### src/rtl/lfsr_rand.sv
// Fibonacci LFSR pseudo-random generator with a req/ack bounded-draw engine (rejection sampling).
// Optional macro LFSR_ZERO_GUARD_EN: a zero seed loads DEFAULT_SEED instead, so the register never locks at 0.
module lfsr_rand #(
  parameter int unsigned       WIDTH        = 8,
  parameter logic [WIDTH-1:0]  TAPS         = WIDTH'(8'hB8),
  parameter logic [WIDTH-1:0]  DEFAULT_SEED = WIDTH'(8'h01)
) (
  input  logic             clk,
  input  logic             rst_n,
  input  logic             clk_en,
  input  logic             load,
  input  logic [WIDTH-1:0] seed,
  input  logic             req,
  input  logic [WIDTH-1:0] limit,
  input  logic             ack,
  output logic             ready,
  output logic             valid,
  output logic [WIDTH-1:0] value,
  output logic [WIDTH-1:0] out,
  output logic             lockup
);

  typedef enum logic [1:0] {IDLE, DRAW, DONE} fsm_t;

  fsm_t             fsm_q, fsm_d;
  logic [WIDTH-1:0] state_q, state_d;
  logic [WIDTH-1:0] limit_q, limit_d;
  logic [WIDTH-1:0] mask_q, mask_d;
  logic [WIDTH-1:0] value_q, value_d;
  logic             valid_q, valid_d;
  logic             ready_q, ready_d;
  logic [WIDTH-1:0] load_val;
  logic [WIDTH-1:0] limit_m1;
  logic [WIDTH-1:0] cand;

  // Smallest 2^k-1 covering x: OR of every right shift of x.
  function automatic logic [WIDTH-1:0] smear(input logic [WIDTH-1:0] x);
    logic [WIDTH-1:0] r;
    r = x;
    for (int unsigned i = 1; i < WIDTH; i++) begin
      r = r | (x >> i);
    end
    return r;
  endfunction

`ifdef LFSR_ZERO_GUARD_EN
  assign load_val = (seed == '0) ? DEFAULT_SEED : seed;
  assign lockup   = 1'b0;
`else
  assign load_val = seed;
  assign lockup   = (state_q == '0);
`endif

  assign out   = state_q;
  assign ready = ready_q;
  assign valid = valid_q;
  assign value = value_q;

  // Next-state for shift register and draw FSM.
  always_comb begin
    state_d  = load ? load_val : {state_q[WIDTH-2:0], ^(state_q & TAPS)};
    limit_m1 = limit - WIDTH'(1);
    cand     = state_q & mask_q;
    fsm_d    = fsm_q;
    limit_d  = limit_q;
    mask_d   = mask_q;
    value_d  = value_q;
    valid_d  = valid_q;

    case (fsm_q)
      IDLE: begin
        if (req) begin
          limit_d = limit;
          mask_d  = (limit <= WIDTH'(1)) ? '1 : smear(limit_m1);
          fsm_d   = DRAW;
        end
      end
      DRAW: begin
        // limit 1 has only one legal outcome, so it is forced rather than sampled.
        if (limit_q == WIDTH'(1)) begin
          value_d = '0;
          valid_d = 1'b1;
          fsm_d   = DONE;
        end else if ((limit_q == '0) || (cand < limit_q)) begin
          value_d = cand;
          valid_d = 1'b1;
          fsm_d   = DONE;
        end
      end
      DONE: begin
        if (ack) begin
          valid_d = 1'b0;
          fsm_d   = IDLE;
        end
      end
      default: fsm_d = IDLE;
    endcase

    ready_d = (fsm_d == IDLE);
  end

  always_ff @(posedge clk or negedge rst_n) begin
    if (!rst_n) begin
      fsm_q   <= IDLE;
      state_q <= DEFAULT_SEED;
      limit_q <= '0;
      mask_q  <= '0;
      value_q <= '0;
      valid_q <= 1'b0;
      ready_q <= 1'b1;
    end else if (clk_en) begin
      fsm_q   <= fsm_d;
      state_q <= state_d;
      limit_q <= limit_d;
      mask_q  <= mask_d;
      value_q <= value_d;
      valid_q <= valid_d;
      ready_q <= ready_d;
    end
  end

endmodule

### config.mk
export PLATFORM = sky130hd
export DESIGN_NAME = lfsr_rand
export DESIGN_NICKNAME = d
export VERILOG_FILES = /design/src/rtl/lfsr_rand.sv
export SDC_FILE = /design/constraint.sdc
export NUM_CORES = 1
export LEC_CHECK = 0
export BUFFER_PORTS_ARGS = -buffer_cell sky130_fd_sc_hd__buf_2
export CAP_MARGIN = 20
export CORE_UTILIZATION = 55
export CTS_CLUSTER_DIAMETER = 30
export DETAILED_ROUTE_END_ITERATION = 10
export PLACE_DENSITY_LB_ADDON = 0.05
export SYNTH_ARGS = -nofsm -noshare
export SYNTH_HDL_FRONTEND = slang
export SYNTH_SLANG_ARGS = --single-unit
### constraint.sdc
create_clock -name clk -period 2.5 [get_ports clk]
set_input_delay 0.375 -clock clk [delete_from_list [all_inputs] [get_ports clk]]
set_output_delay 0.375 -clock clk [all_outputs]
set_load 0.02 [all_outputs]
==> results.json, run 1 <==
{
  "syn_nets": 288,
  "post_cts_buffers": 0,
  "grt_max_degree": 37,
  "met1_usage_pct": 37.0,
  "antenna_cells": 0,
  "hp-class": "input port to async pin",
  "grtUsageMet2_pct": 43.6,
  "internal_power_w": 0.00148,
  "dr.first_iter.drc_count": 215,
  "netlist.top_cell.by_area": "dfrtp_1",
  "grt_overflow": 0,
  "dr.pass1.iters": 5,
  "combPwrFrac_pct": 46.2,
  "gp_congestion": 0.897,
  "status": "finished, final reports clean",
  "synth_area_leaders": "dfrtp_1 39%, nor2_1 5.8%, ha_1 5.7%",
  "placed_area_sq_um": 2430,
  "dp_slack_ns": 0.352,
  "area_growth_syn_to_layout_pct": 15.1,
  "routedWlPerCell_microns": 14.7,
  "final_layout_size_suffix_gt1_share_pct": 22.1,
  "fp-row-count": 22,
  "grt_antenna_before_repair": 0,
  "synth_edf_count": 0,
  "period_minus_slack_ns": 2.11,
  "crit_fanout": 8,
  "coreArea_sq_um": 3740,
  "die_h_microns": 65.1,
  "antenna_left": 0,
  "cts.repair.resized": 0,
  "maxCapViolCount": 0,
  "dr_total_vias": 1959,
  "rsz0062_at_grt": "no",
  "holdBufCountCts": 0,
  "seqPwrFrac_pct": 37.1,
  "drt-total-wl_microns": 5070,
  "max-slew-margin-rel_pct": 48.1,
  "final_common_cell": "buf_2",
  "startpoint_type": "flop",
  "setup_slack_ns": 0.387,
  "cts_buffers": 5,
  "final_cell_mix": "40 x buf_2, 34 x nor2_1, 34 x dfrtp_1",
  "fin_crit_sh_pct": 84.5,
  "drt-vias-per-instance": 5.66,
  "clock_latency_ns": 0.29,
  "synth_top_area_share_pct": 38.9,
  "die_area_sq_um": 4230,
  "finalSetupViolCount": 0,
  "hold_viol": 0,
  "crit_start": "out[3]",
  "p_switching_w": 0.00105,
  "sw_frac_of_total_pct": 41.5,
  "grtUsageTotal_pct": 27.3,
  "holdWs_ns": 0.162,
  "powerDensity_nw_per_um2": 1000,
  "nNetsFinal": 329,
  "fin_setup_tns_ns": 0,
  "regToRegEndpoint": "value[0]",
  "power.share.clock_pct": 16.6,
  "skew_ns": 0.00833,
  "reg2reg_from": "out[3]",
  "top_usage_layer": "met2",
  "met3_usage_pct": 3.70,
  "seq_area_frac_synth_pct": 41.3,
  "tightest_slew_ns": 0.778,
  "synth_area_sq_um": 2190,
  "reg2reg_slack_ns": 0.39,
  "grt_pass1_vias": 1793,
  "drc": 0,
  "async_flop_share_pct": 100,
  "arrival_ns": 2.27,
  "initial_core_util_pct": 58.5,
  "ys_ff_latch": 36,
  "port_buffers": 40,
  "die_w_microns": 65.1,
  "htreeDepth": 2,
  "synth.avg_cell_area_sq_um": 8.55,
  "synth.distinct_cells": 47,
  "grt_first_pass_wirelength_microns": 8690,
  "reg2regPathDepth": 7,
  "io_pins": 41,
  "cts.clk_slew.worst_paths_ns": 0.07,
  "vdd_drop_max_mv": 0.386,
  "synth_flop_cell": "dfrtp_1",
  "cts_tree": "yes",
  "fmaxAchievable_ghz": 0.473,
  "leakagePower_nw": 1.17,
  "max-clock-path-buffers": 2,
  "crit_required_ns": 2.65,
  "post-route-util_pct": 67.3,
  "final_area_sq_um": 2520,
  "slew_viol_final": 0,
  "fillers": 340,
  "numClockSinks": 36,
  "root_buffer": "clkbuf_8",
  "synthCells": 256,
  "path_class": "flop to flop",
  "dp_hpwl_microns": 3840,
  "ys_warn_count": 0,
  "endpoint_kind": "flop"
}
-- critical path, stage by stage, from the launching register on --
cell	delay [ns]
dfrtp_1	0.44
nand2_1	0.15
inv_1	0.06
ha_1	0.29
a211o_1	0.26
o21ai_1	0.27
and2_1	0.35
o211ai_1	0.16
-- flip-flops by register name, summed over array words and instances, names as in the netlist --
| register | cells |
|---|---|
| out | 8 |
| mask_q | 8 |
| ready | 1 |
| limit_q | 8 |
| value | 8 |
| valid | 1 |
| fsm_q | 2 |
-- Yosys cell counts (3+ instances only) --
master,number
a21oi_1,22
clkbuf_1,8
dfrtp_1,34
ha_1,10
inv_1,22
mux2i_1,8
nand2_1,30
nand3_1,9
nor2_1,34
nor3_1,9
o211ai_1,9
o21ai_0,12
or3_1,3
-- area by class of cell --
type | count | area, sq um | share of cell area, %
Multi-Input combinational cell | 187 | 1140 | 45.5
Sequential cell | 36 | 903 | 35.9
Timing Repair Buffer | 45 | 238 | 9.44
Inverter | 22 | 82.6 | 3.28
Clock buffer | 8 | 90.1 | 3.58
Tap cell | 48 | 60.1 | 2.38
-- stage by stage --
step / std cells / power [W]
2_1_floorplan: 256 / 0.00175
3_3_place_gp: 338 / 0.00207
3_5_place_dp: 338 / 0.00211
4_1_cts: 346 / 0.00254
5_1_grt: 346 / 0.00274
6_report: 346 / 0.00253
-- kinds of logic (layout without fill, tap and decap cells) --
family | Yosys count | in the layout | synth area share, %
AOI/OAI and AO/OA | 60 | 60 | 17.3
xor gates and xnor gates | 3 | 3 | 1.20
adders and majority gates | 10 | 10 | 5.72
buffers and inverters | 33 | 75 | 6.40
DFF | 36 | 36 | 41.3
muxes | 10 | 10 | 4.69
and+or+nand+nor | 104 | 104 | 23.4
-- how the worst max path moves through the flow --
| stage | to | cells after the start |
|---|---|---|
| finish | value[0] | 7 |
| global route | value[0] | 8 |
| CTS | value[0] | 7 |
| detailed placement | mask_q[1] | 8 |
| global placement | mask_q[0] | 8 |
| floorplan | value[0] | 8 |
-- layer usage --
metal | vias to the layer above | wire length (microns)
li1 | 967 | -
met3 | 12 | 207
met1 | 929 | 2270
met5 | - | 0
met4 | 0 | 104
met2 | 51 | 2490
-- power by group through the flow --
| stage | registers, W | logic [W] | clock network (W) |
|---|---|---|---|
| global route | 0.000967 | 0.00132 | 0.000451 |
| floorplan | 0.00101 | 0.000745 | 0 |
| detailed placement | 0.000947 | 0.00116 | 0 |
| CTS | 0.000938 | 0.00117 | 0.000431 |
| finish | 0.000938 | 0.00117 | 0.000420 |
| global placement | 0.000938 | 0.00114 | 0 |
No activity file was read; power rests on OpenSTA's default activity.
==> run 2, diff against run 1 <==
CORE_UTILIZATION = 50   (was 55)
clock period = 1.9 ns   (was 2.5 ns; I/O delays follow)
==> run 2 against run 1 <==
  * Cell area rose by 12%
  * Non-clock buffer count rose by 32
  * Combinational power rose by 65%
  * Count of clock-buffer cells in the layout fell by 2
  * Highest routed layer unchanged
  * Global-route usage fell by 2.3 points
  * Routed wire length rose by 2.8%
  * Register-to-register slack got worse by 0.30 ns
  * Critical path depth did not move
==> results.json, run 2 (synthesized netlist as in run 1, its figures left out) <==
{
  "clock_latency_ns": 0.28,
  "die_area_sq_um": 4650,
  "final_layout_size_suffix_gt1_share_pct": 32.4,
  "crit_chain": "nand2_2 -> inv_1 -> ha_1 -> a211o_1 -> o21ai_4 -> a21boi_2 -> a221o_1",
  "cts_tree": "yes",
  "htreeDepth": 2,
  "dp_hpwl_microns": 4020,
  "area_growth_syn_to_layout_pct": 28.8,
  "slew_viol_final": 0,
  "grt_overflow": 0,
  "crit_slowest_cell": "dfrtp_2",
  "finalSetupViolCount": 0,
  "maxCapViolCount": 0,
  "die_w_microns": 68.2,
  "fp-row-count": 23,
  "grt_max_degree": 25,
  "finalPower_w": 0.00380,
  "reg2reg_slack_ns": 0.08,
  "coreArea_sq_um": 4090,
  "dp_slack_ns": -0.0331,
  "startpoint_type": "flop",
  "endpoint_kind": "flop",
  "final_common_cell": "buf_2",
  "max-clock-path-buffers": 2,
  "setup_slack_ns": 0.0822,
  "gp_congestion": 0.850,
  "die_h_microns": 68.2,
  "nNetsFinal": 361,
  "max_stage_delay_ns": 0.41,
  "cts.clk_slew.worst_paths_ns": 0.07,
  "grt_pass1_vias": 1802,
  "antenna_cells": 0,
  "fmaxAchievable_ghz": 0.550,
  "path_class": "flop to flop",
  "dr_total_vias": 2048,
  "initial_core_util_pct": 53.6,
  "cp_top_family": "compound AO/OA/AOI/OAI gates",
  "hp-class": "input port to flop",
  "rsz0062_at_grt": "no",
  "arrival_ns": 1.99,
  "port_buffers": 40,
  "grtUsageTotal_pct": 24.9,
  "hold_viol": 0,
  "skew_ns": 0.00444,
  "powerDensity_nw_per_um2": 1350,
  "io_pins": 41,
  "drt-total-wl_microns": 5220,
  "final_cell_mix": "40 x buf_2, 36 x buf_4, 34 x nor2_1",
  "dr.first_iter.drc_count": 110,
  "tightest_slew_ns": 0.471,
  "final_area_sq_um": 2820,
  "dr.pass1.iters": 4,
  "fin_crit_sh_pct": 95.7,
  "placed_area_sq_um": 2650,
  "vdd_drop_max_mv": 0.618,
  "numClockSinks": 36,
  "crit_required_ns": 2.07,
  "fillers": 342,
  "leakagePower_nw": 1.33,
  "root_buffer": "clkbuf_8",
  "antenna_left": 0,
  "routedWlPerCell_microns": 13.7,
  "grt_antenna_before_repair": 0,
  "period_minus_slack_ns": 1.82,
  "cts_buffers": 5,
  "crit_fanout": 5,
  "grt_first_pass_wirelength_microns": 8480,
  "drc": 0,
  "status": "finished, final reports clean",
  "cp_num_buf_inv": 1,
  "max-slew-margin-rel_pct": 68.6,
  "drt-vias-per-instance": 5.39
}
==> run 2: cell count changes in the layout (fill, tap and decap cells not counted), sizes merged <==
cell,before,now
clkbuf,8,6
clkinv,0,1
buf,45,76
dlygate4sd3,0,1
bufinv,0,1
==> run 2: repair_timing <==
item / CTS / global route
pin swaps: 0 / 2
resized for setup: 1 / 4
endpoints found under the hold margin: 19 / 0
setup buffers: 0 / 4
hold buffers: 1 / 0
endpoints found under the setup margin: 8 / 11
==> run 2: worst register-to-register path, stage by stage, from the launching register on <==
cell	delay, ns
dfrtp_2	0.41
nand2_2	0.08
inv_1	0.04
ha_1	0.29
a211o_1	0.30
o21ai_4	0.21
a21boi_2	0.09
a221o_1	0.29
==> run 2: worst paths after layout <==
check	startpoint	end	depth (start not counted)
worst min register to register	ready	ready	2
worst max register to register	out[3]	fsm_q[0]	7
worst max-delay path	out[3]	fsm_q[0]	7
max in group asynchronous	rst_n	out[0]	3
min in group asynchronous	rst_n	limit_q[5]	2
worst min-delay path	limit[5]	limit_q[5]	3
==> run 2: final cells by class <==
type,instances,area [sq um],area share (%)
multi-input cells,187,1180,41.9
flip-flops and latches,36,906,32.1
repair buffers,77,480,17.0
inverters,22,82.6,2.93
clock buffers,6,72.6,2.57
well taps,50,62.6,2.22
clock inverters,2,35.0,1.24
==> run 2: power by group <==
group | internal [W] | switching (W) | total [W]
clock | 0.000389 | 0.000265 | 0.000654
combinational | 0.000884 | 0.00105 | 0.00193
sequential | 0.00104 | 0.000182 | 0.00122
==> run 2: per-stage QoR <==
stage | instances | hold WS [ns] | util, % | TNS (ns)
3_5_place_dp | 367 | 0.260 | 64.9 | -0.117
6_report | 380 | 0.269 | 69.0 | 0
2_1_floorplan | 256 | -0.0106 | - | 0
4_1_cts | 376 | 0.262 | 67.9 | 0
3_3_place_gp | 367 | 0.261 | 64.9 | -0.0745
5_1_grt | 380 | 0.296 | 69.0 | 0
==> run 2: routing by layer <==
metal | track usage (%) | up-vias | share of wire, %
met1 | 35.3 | 954 | 48
met2 | 37.9 | 57 | 47
met5 | 0 | - | 0
met4 | 9.11 | 0 | 1.5
li1 | - | 1030 | -
met3 | 4.17 | 7 | 3.8
